`src/rtl/bus_arbiter_pkg.sv`:
```
// rtl/bus_arbiter_pkg.sv - shared state encodings and master indices for the bus arbiter
package bus_arbiter_pkg;

    typedef enum logic [1:0] {
        IDLE = 2'b00,
        GNT0 = 2'b01,
        GNT1 = 2'b10
    } arb_state_t;

    localparam logic M0 = 1'b0;
    localparam logic M1 = 1'b1;

endpackage

```
`src/rtl/bus_arbiter_if.sv`:
```
// rtl/bus_arbiter_if.sv - request/grant/select bundle between bus masters and the arbiter
interface bus_arbiter_if;
    logic m0_req;
    logic m1_req;
    logic m0_grant;
    logic m1_grant;
    logic m_sel;
    logic bus_busy;

    modport slave (
        input  m0_req,
        input  m1_req,
        output m0_grant,
        output m1_grant,
        output m_sel,
        output bus_busy
    );

    modport master (
        output m0_req,
        output m1_req,
        input  m0_grant,
        input  m1_grant,
        input  m_sel,
        input  bus_busy
    );
endinterface

```
`src/rtl/arb_hold_counter.sv`:
```
// rtl/arb_hold_counter.sv - clear/enable/saturating tenure counter with terminal flag at MAX_HOLD-1
module arb_hold_counter #(
    parameter int MAX_HOLD = 8,
    parameter int CNT_W    = 4
) (
    input  logic clk,
    input  logic reset,
    input  logic i_clr,
    input  logic i_en,
    output logic o_term
);
    // With preemption disabled the counter simply saturates at all-ones and never flags.
    localparam int                 SAT   = (MAX_HOLD == 0) ? ((2 ** CNT_W) - 1) : (MAX_HOLD - 1);
    localparam logic [CNT_W-1:0]   SAT_V = CNT_W'(SAT);

    logic [CNT_W-1:0] r_cnt;

    always_ff @(posedge clk or posedge reset) begin
        if (reset) begin
            r_cnt <= '0;
        end else if (i_clr) begin
            r_cnt <= '0;
        end else if (i_en && (r_cnt != SAT_V)) begin
            r_cnt <= r_cnt + 1'b1;
        end
    end

    assign o_term = (MAX_HOLD != 0) && (r_cnt == SAT_V);

endmodule

```
`src/rtl/bus_arbiter.sv`:
```
// rtl/bus_arbiter.sv - two-master bus arbiter with bounded tenure; ARB_ROUND_ROBIN_EN selects alternating tie-break
module bus_arbiter
    import bus_arbiter_pkg::*;
#(
    parameter int MAX_HOLD = 8,
    parameter int CNT_W    = 4
) (
    input  logic           clk,
    input  logic           reset,
    bus_arbiter_if.slave   bus
);
    arb_state_t r_state;
    arb_state_t w_next;
    logic       r_last;
    logic       r_sel;
    logic       w_clr;
    logic       w_en;
    logic       w_term;

    always_ff @(posedge clk or posedge reset) begin
        if (reset) begin
            r_state <= IDLE;
            r_last  <= M1;
            r_sel   <= M0;
        end else begin
            r_state <= w_next;
            if (w_next == GNT0 && r_state != GNT0) begin
                r_last <= M0;
                r_sel  <= M0;
            end else if (w_next == GNT1 && r_state != GNT1) begin
                r_last <= M1;
                r_sel  <= M1;
            end
        end
    end

    always_comb begin
        w_next = r_state;
        w_en   = 1'b0;
        case (r_state)
            IDLE: begin
                if (bus.m0_req && bus.m1_req) begin
`ifdef ARB_ROUND_ROBIN_EN
                    w_next = (r_last == M0) ? GNT1 : GNT0;
`else
                    w_next = GNT0;
`endif
                end else if (bus.m0_req) begin
                    w_next = GNT0;
                end else if (bus.m1_req) begin
                    w_next = GNT1;
                end
            end
            GNT0: begin
                w_en = bus.m1_req;
                if (!bus.m0_req) begin
                    w_next = bus.m1_req ? GNT1 : IDLE;
                end else if (bus.m1_req && w_term) begin
                    w_next = GNT1;
                end
            end
            GNT1: begin
                w_en = bus.m0_req;
                if (!bus.m1_req) begin
                    w_next = bus.m0_req ? GNT0 : IDLE;
                end else if (bus.m0_req && w_term) begin
                    w_next = GNT0;
                end
            end
            default: w_next = IDLE;
        endcase
    end

    // Tenure only accumulates while the owner keeps the bus and the other master is waiting.
    assign w_clr = (w_next != r_state) || !w_en;

    arb_hold_counter #(
        .MAX_HOLD (MAX_HOLD),
        .CNT_W    (CNT_W)
    ) u_hold (
        .clk    (clk),
        .reset  (reset),
        .i_clr  (w_clr),
        .i_en   (w_en),
        .o_term (w_term)
    );

    assign bus.m0_grant = (r_state == GNT0);
    assign bus.m1_grant = (r_state == GNT1);
    assign bus.bus_busy = (r_state != IDLE);
    assign bus.m_sel    = r_sel;

endmodule

```
`src/flat_wrapper.sv`:
```
// flat-port wrapper written by rule: the top's interface ports become plain ports
module bus_arbiter_flat import bus_arbiter_pkg::*;
#(
    parameter int MAX_HOLD = 8,
    parameter int CNT_W    = 4
)
  (clk, reset, bus_m0_req, bus_m1_req, bus_m0_grant, bus_m1_grant, bus_m_sel, bus_bus_busy);
  bus_arbiter_if bus_i ();
  input  logic clk;
  input  logic reset;
  input wire logic [$bits(bus_i.m0_req)-1:0] bus_m0_req;
  input wire logic [$bits(bus_i.m1_req)-1:0] bus_m1_req;
  output wire logic [$bits(bus_i.m0_grant)-1:0] bus_m0_grant;
  output wire logic [$bits(bus_i.m1_grant)-1:0] bus_m1_grant;
  output wire logic [$bits(bus_i.m_sel)-1:0] bus_m_sel;
  output wire logic [$bits(bus_i.bus_busy)-1:0] bus_bus_busy;
  assign bus_i.m0_req = bus_m0_req;
  assign bus_i.m1_req = bus_m1_req;
  assign bus_m0_grant = bus_i.m0_grant;
  assign bus_m1_grant = bus_i.m1_grant;
  assign bus_m_sel = bus_i.m_sel;
  assign bus_bus_busy = bus_i.bus_busy;
  bus_arbiter #(.MAX_HOLD(MAX_HOLD), .CNT_W(CNT_W)) u_core (.clk(clk), .reset(reset), .bus(bus_i));
endmodule
```
`config.mk`:
```
export PLATFORM = sky130hd
export DESIGN_NAME = bus_arbiter_flat
export DESIGN_NICKNAME = d
export VERILOG_FILES = /design/src/rtl/bus_arbiter_pkg.sv /design/src/rtl/bus_arbiter_if.sv /design/src/rtl/arb_hold_counter.sv /design/src/rtl/bus_arbiter.sv /design/src/flat_wrapper.sv
export SDC_FILE = /design/constraint.sdc
export NUM_CORES = 1
export LEC_CHECK = 0
export CORE_AREA = 8 8 45 47
export DETAILED_ROUTE_END_ITERATION = 6
export DIE_AREA = 0 0 53 55
export PLACE_DENSITY = 0.69
export SLEW_MARGIN = 30
export SYNTH_ARGS = -nofsm -noshare
export SYNTH_HDL_FRONTEND = slang
export SYNTH_SLANG_ARGS = --single-unit
```
`constraint.sdc`:
```
create_clock -name clk -period 3.2 [get_ports clk]
set_input_delay 0.48 -clock clk [delete_from_list [all_inputs] [get_ports clk]]
set_output_delay 0.48 -clock clk [all_outputs]
set_load 0.03 [all_outputs]
```
# Word-level counts from Yosys, hierarchy flattened
# Index checks and enable logic that the tools add are counted.
# totals
ff_bits,7
latch_bits,0
mem_bits_rw,0
rom_bits,0
inputBits,4
out_inout_bits,4
elab_cells,40
mem_count,0
# op_classes
addsub,1
mul,0
n_div,0
order_cmp,0
n_eq_ne,9
shifts,0
n_mux,15
n_bitwise,0
reduce_logical,12
# ops
op,count
$mux 2,8
$mux 4,2
$logic_and 1x1->1,6
$pmux 2 s3,1
$reduce_bool 2->1,3
$add 4x1->4 const B,1
$eq 2x1->1 const B,2
$eq 2x2->1 const B,2
$eq 4x3->1 const B,1
$ne 4x3->1 const B,1
$mux 1,3
$logic_not 2->1,1
$ne 2x1->1 const B,1
$ne 2x2->1,1
$ne 2x2->1 const B,1
$pmux 1 s2,1
$logic_not 1->1,1
$logic_or 1x1->1,1

# Depth between registers and ports, before layout
# logic_depth
ltp_word,9
mapped_depth,7

# Modules after synthesis
# A second synthesis with hierarchy kept.
# unflattened
cells_unflattened,60
area_unflattened_um2,531.8
# by_module_without_submodules
module,instances,cells_per_inst,area_per_inst_um2,seq_area_each_um2
bus_arbiter,1,39,316.6,75.1
arb_hold_counter,1,21,215.2,100.1

# Least setup slack after synthesis
# No wires, ideal clock.
# synth_path
path_kind,register to register
from,register u_core.r_state[1]
to,register u_core.u_hold.r_cnt[0]
setup_time_ns,0.147
t_arrival_ns,1.865
required_time_ns,3.053
slack_ns,1.188
stages_incl_launch_ff,8
n_path_buf,0
period_less_slack_ns,2.012
path_cell_list,dfrtp_1 > inv_1 > ha_1 > nand2_1 > o2bb2ai_1 > nor2_1 > o311ai_0 > nor2_1
# synth_via
elab_cells_between_ends,18
classes_between,3 x eq/ne; 10 x mux; 5 x reduce/logical
# synth_lines
item,line,text
from (decl),bus_arbiter.sv:12,arb_state_t r_state;
from (signal assigned),bus_arbiter.sv:26,r_state <= w_next;
$eq 2x1->1 (*),-,
via bus_m0_grant,flat_wrapper.sv:13,output wire logic [$bits(bus_i.m0_grant)-1:0] bus_m0_grant;
$pmux 2 s3 / $pmux 1 s2 (equally long branches),bus_arbiter.sv:40,case (r_state)
$ne 2x2->1 / $logic_not 1->1 (equally long branches),bus_arbiter.sv:75,assign w_clr = (w_next != r_state) || !w_en;
$logic_or 1x1->1,bus_arbiter.sv:75,
$mux 4 / $reduce_bool 2->1 (equally long branches),-,
to (signal assigned),arb_hold_counter.sv:24,r_cnt <= r_cnt + 1'b1;
to (decl),arb_hold_counter.sv:16,logic [CNT_W-1:0] r_cnt;
# The timed path passes the listed nets; every way through them passes the cells marked *.
# A chain may end at the register's enable or synchronous reset.

# Worst setup path in the final report
# layout_path
from,register u_core.r_state[0]
to,output port bus_bus_busy
# layout_via
elab_chain_cells,1
# layout_lines
item,line,text
$reduce_bool 2->1,bus_arbiter.sv:90,assign bus.bus_busy = (r_state != IDLE);
to (decl),flat_wrapper.sv:16,output wire logic [$bits(bus_i.bus_busy)-1:0] bus_bus_busy;
# No other way between the ends.

==> results by group <==
Status
  • Status: complete, no violations

Timing
  • RSZ-0062 raised after global routing: false
  • Worst slew margin: between 50% and 60%
  • Fin. max-slew vios: 0
  • Total negative slack: 0 ps
  • F_max: about 420 MHz
  • Setup-failing EPs final: 0
  • Setup Skew: approximately 2.2 ps
  • Final Hold Violating Endpoints: 0
  • Fin crit period: around 2400 ps
  • Hold Slack: around 450 ps
  • Measured slew at the worst slew-check pin: roughly 680 ps
  • Tcrit/Tclk final: approximately three quarters

Finish
  • Share of cells above drive strength 1: about 10%
  • Most frequent cells in the layout: nor2_1 (7), clkdlybuf4s50_1 (7), dfrtp_1 (7)
  • P&R area growth vs syn: 14.3%
  • ANT cells: 0
  • # nets final: just under 90

Yosys
  • Syn_area_per_cell: 9.11 um2
  • Mapped Area: ~620 um2
  • Synthesized net count: between 70 and 80
  • Synth Instances: approximately 70
  • Top FF cell, synth: dfrtp_1
  • Register area share after synthesis: between 20% and 30%
  • #FFs+latches synth: 7
  • EDFF count, synth: 0
  • Async set-reset flop share out of synthesis: between 90% and 100%
  • Yosys warns: 0
  • Netlist cell types: 32

Placement
  • Detailed Place HPWL: roughly 950 um
  • Gpl congestion: 0.758
  • Buffers on Ports: 7

Detailed routing
  • Initial DRC count: 19
  • Vias: roughly 540
  • Detail Route Antenna Nets: 0
  • DRT Wirelength: 1230 um
  • DR DRC count: 0
  • Post-detailed-route wirelength per cell: about 13 um
  • Detail-routed via count per cell: 5.82
  • DRT Pass-1 Iters: 4

Critical path
  • CP Buf/Inv Count: 3
  • Flop2flop setup slack: ~960 ps
  • Critical path arrival: approximately 1900 ps
  • CP max FO: 10
  • CP Class: reg -> out
  • Most frequent CP cell: inv_1
  • Slowest stage delay, CP: 660 ps
  • End of the critical path: bus_bus_busy
  • CP delay by family, top: buffers and inverters
  • Crit end category: output port
  • Crit path required time: ~2700 ps
  • CP max stage cell: clkdlybuf4s50_1
  • CP startpoint: u_core.r_state[0]
  • Cells on worst reg2reg path: 7
  • CP Depth: 4
  • Critical path startpoint category: register
  • RR Startpoint: u_core.r_state[0]
  • R2r endpoint: u_core.u_hold.r_cnt[0]
  • Sequence of cells on the critical path: inv_1 -> ha_1 -> inv_1 -> clkdlybuf4s50_1

Global route
  • Largest net degree at the start of global routing: 15
  • Gr ovfl total: 0
  • First-pass GRT wire length: between 2000 and 2500 um
  • Number of global-route vias before repair: a little over 500
  • Initial antenna violation count: 0
  • Busiest metal layer after global routing: met2
  • Met3 track demand over resource: roughly 2.4%
  • All-Layer GR Usage: 9.52%
  • Grt met2 use: between 10% and 20%
  • Global-route met1 utilization: between 10% and 20%

Clocking
  • CTS Hold Bufs: 0
  • Htree depth: 1
  • CTS tree: yes
  • Maximum clock insertion buffer count: 2
  • Clk slew on worst S/H paths: 50 ps
  • Clk Latency, worst-skew pair: around 240 ps
  • CTS Sinks: 7
  • Total CTS buffers: 3
  • PostCTS Resize Cnt: 0
  • # Post-CTS Setup Buffers: 0
  • Clk root buf: clkbuf_4

Floorplanning
  • # rows: 14
  • Die W: approximately 53 um
  • Initial Util: 44.8%
  • Die Area: about 2900 um2
  • I/O pin count: 8
  • Core Area: roughly 1400 um2
  • Die height: 55 um

Power
  • Leakage: 0.000327 uW
  • Max VDD drop: approximately 0.45 mV
  • Power Density: 744 nW/um2

Worst hold path
  • Hold Crit Class: in -> async

Job
  • Max_cap viols: 0
==> cell type report <==
type | count | area [um2]
clock buffer | 4 | 26.3
fill | 131 | 676
inverter | 6 | 22.5
multi-input combinational | 53 | 394
sequential | 7 | 175
tap | 16 | 20.0
timing repair buffer | 7 | 70.1
==> cell families (layout without fill, tap and decap cells) <==
group | count (synthesis) | after routing | share of synthesized area (%)
flip-flops | 7 | 7 | 28.3
AO/OA/AOI/OAI | 19 | 19 | 23.6
adder cells (fa/ha/maj) | 5 | 5 | 10.1
AND/OR/NAND/NOR | 27 | 27 | 26.9
multiplexers | 1 | 1 | 1.62
XOR/XNOR | 1 | 1 | 1.41
buffers and inverters | 8 | 17 | 8.08
==> per-layer routing <==
layer	vias up	wire length [um]
met5	-	0
met4	0	0
met3	0	86
met2	15	574
met1	252	572
li1	274	-
==> registers in the layout, indices dropped and copies added (netlist names) <==
| signal | cells |
|---|---|
| u_core.u_hold.r_cnt | 4 |
| u_core.r_state | 2 |
| u_core.bus.m_sel | 1 |
==> report_power, final <==
group	leakage (uW)	switching, uW	internal [uW]
clock	0.0000150	28.7	47.3
combinational	0.000219	173	137
sequential	0.0000933	31.0	110
==> per-stage QoR <==
step                      cells  setup WS [ps]  utilization [%]  power, uW  cell area [um2]
after floorplan              68           1190                -        361              619
after global placement       89            726             49.3        453              682
after detailed placement     89            713             49.3        452              682
after CTS                    93            821             51.2        534              708
after global routing         93            741             51.2        570              708
final                        93            822             51.2        527              708
==> synthesized netlist by cell type, types with 2 or more instances <==
cell	n	area share, %
dfrtp_1	7	28
nor2_1	7	4.2
inv_1	6	3.6
ha_1	5	10
a21oi_1	4	3.2
nand3_1	4	3.2
nand4_1	3	3.0
o21ai_0	3	2.4
a22o_1	2	2.8
clkbuf_8	2	4.4
nand2_1	2	1.2
nand4b_1	2	2.8
nor2b_1	2	2.0
==> worst register-to-register path: cells and delay by family (launching register included) <==
family | cells | cell delay (ps)
compound gates | 3 | 790
flops | 1 | 510
simple gates | 2 | 360
fa+ha+maj | 1 | 300
buf+inv | 1 | 150
==> worst min-delay path by stage <==
stage                         to  depth (start not counted)
6_report       u_core.r_state[1]                          2
2_1_floorplan   u_core.bus.m_sel                          1
3_3_place_gp    u_core.bus.m_sel                          1
3_5_place_dp    u_core.bus.m_sel                          1
5_1_grt        u_core.r_state[1]                          2
4_1_cts        u_core.r_state[1]                          2
Power figures use the tool's default switching activity.
==> patch: new RTL, config.mk and constraints unchanged <==
Add a define of `ARB_ROUND_ROBIN_EN`.
--- a/src/rtl/bus_arbiter.sv
+++ b/src/rtl/bus_arbiter.sv
@@ -1,4 +1,6 @@
 // rtl/bus_arbiter.sv - two-master bus arbiter with bounded tenure; ARB_ROUND_ROBIN_EN selects alternating tie-break
+`define ARB_ROUND_ROBIN_EN
+
 module bus_arbiter
     import bus_arbiter_pkg::*;
 #(
Behaviour: not the same (a bounded check fails within 4 cycles, from zero or initial values and one cycle with reset high).
==> patch against the original RTL <==
  * Die area did not move
  * Sequential cell count rose by 1
  * Worst setup slack improved by 45 ps
  * Register-to-register slack improved by 230 ps
  * Synthesized area rose by 3.6%
  * Routed wire length rose by 2.6%
  * Synthesized cell count rose by 4.4%
  * Total power rose by 16%
  * Cell area rose by 3.9%
  * Critical path type unchanged
  * Largest cell class unchanged
  * Largest power group unchanged
==> patch: results (changes against the original RTL) <==
* Synth top cells by count: inv_1 (9), dfrtp_1 (7), ha_1 (5), nand2_1 (5), nor3_1 (5)
* FILL cells at 134 (+2.3%)
* DR iter-0 viols at 24 (+5)
* Via density at 5.719 (-1.7%)
* DR WL met3 at 116 um (+35%)
* Least-Margin Pin Slew at 367.8 ps (-310.8 ps)
* Routability cong. at 0.8244 (+8.7%)
* First-pass GRT wire length at 2194 um (+3.2%)
* Status: completed
* FF-to-FF setup slack at 1190 ps (+230 ps)
* Placed instance area at 709.4 um^2 (+4.0%)
* Largest net degree at the start of global routing at 10 (-5)
* Switching share of power at 44.79% (+0.56 points)
* Routed wl met2 at 560 um (-2.4%)
* Metal1 wirelength at 588 um (+2.8%)
* Mux cell area share after synthesis at 3.119% (+1.5 points)
* Setup Skew at 7.595 ps (+5.429 ps)
* Sequential element share of the synthesized area at 31.38% (+3.1 points)
* Skew-Pair Late Insertion Delay at approximately 250 ps
* Layout cell share with drive strength beyond 1 at 8.750% (-1.6 points)
* Layout Nets at 90 (+3.4%)
* Syn nets at 80 (+3.9%)
* Vias in the first global route at 508 (-0.97%)
* Synth Area in Adders at 9.747% (-0.35 points)
* Syn Area/Cell at 9.040 um^2 (-0.74%)
* Max VDD drop at 405.1 uV (-9.1%)
* Hold slack at 454.6 ps (+3.770 ps)
* Ys async rst share at 100.0% (unchanged)
* Hold Path Class: in2async
* Slowest library cell on the worst path: clkdlybuf4s50_1
* XOR/XNOR share of the synthesized area at 1.365% (-0.050 points)
* GRT Total Usage at 9.791% (+0.28 points)
* Final instance area at 735.7 um^2 (+3.9%)
* Post-DP HPWL at 983.1 um (+3.8%)
* Critical Path AT at 1850 ps (-50 ps)
* Synth area leaders: dfrtp_1 (27%), ha_1 (9.7%), inv_1 (5.3%)
* Max FO, Critical Path at 8 (-2)
* Leak at 0.3794 nW (+16%)
* FF-to-FF End: u_core.u_hold.r_cnt[1]
* Compound-Gate Fraction of Synth Area at 25.15% (+1.5 points)
==> patch: power groups by stage <==
stage	sequential (mW)	clock, mW	combinational (mW)
after global placement	0.171	0	0.363
after global routing	0.176	0.0896	0.403
final	0.170	0.0822	0.360
after CTS	0.170	0.0871	0.363
after floorplan	0.175	0	0.257
after detailed placement	0.171	0	0.362
==> patch: area by class of cell <==
type	instances	area share, %
Multi-Input combinational cell	52	52.21
Sequential cell	8	27.38
Timing Repair Buffer	7	9.524
Inverter	9	4.592
Clock buffer	4	3.571
Tap cell	16	2.721
==> patch: layer usage <==
layer  global-route usage [%]  vias to the layer above
li1                         -                      282
met1                    12.54                      246
met2                    14.84                       21
met3                    2.406                        0
met4                    5.172                        0
met5                        0                        -
==> patch: through the flow <==
step                      util [%]  setup slack [ps]  instances  power, mW
after floorplan                  -              1366         71     0.4316
after global placement       51.27             947.6         92     0.5342
after detailed placement     51.27             904.8         92     0.5334
after CTS                    53.16             836.1         96     0.6205
after global routing         53.16             745.2         96     0.6691
final                        53.16             867.1         96     0.6123
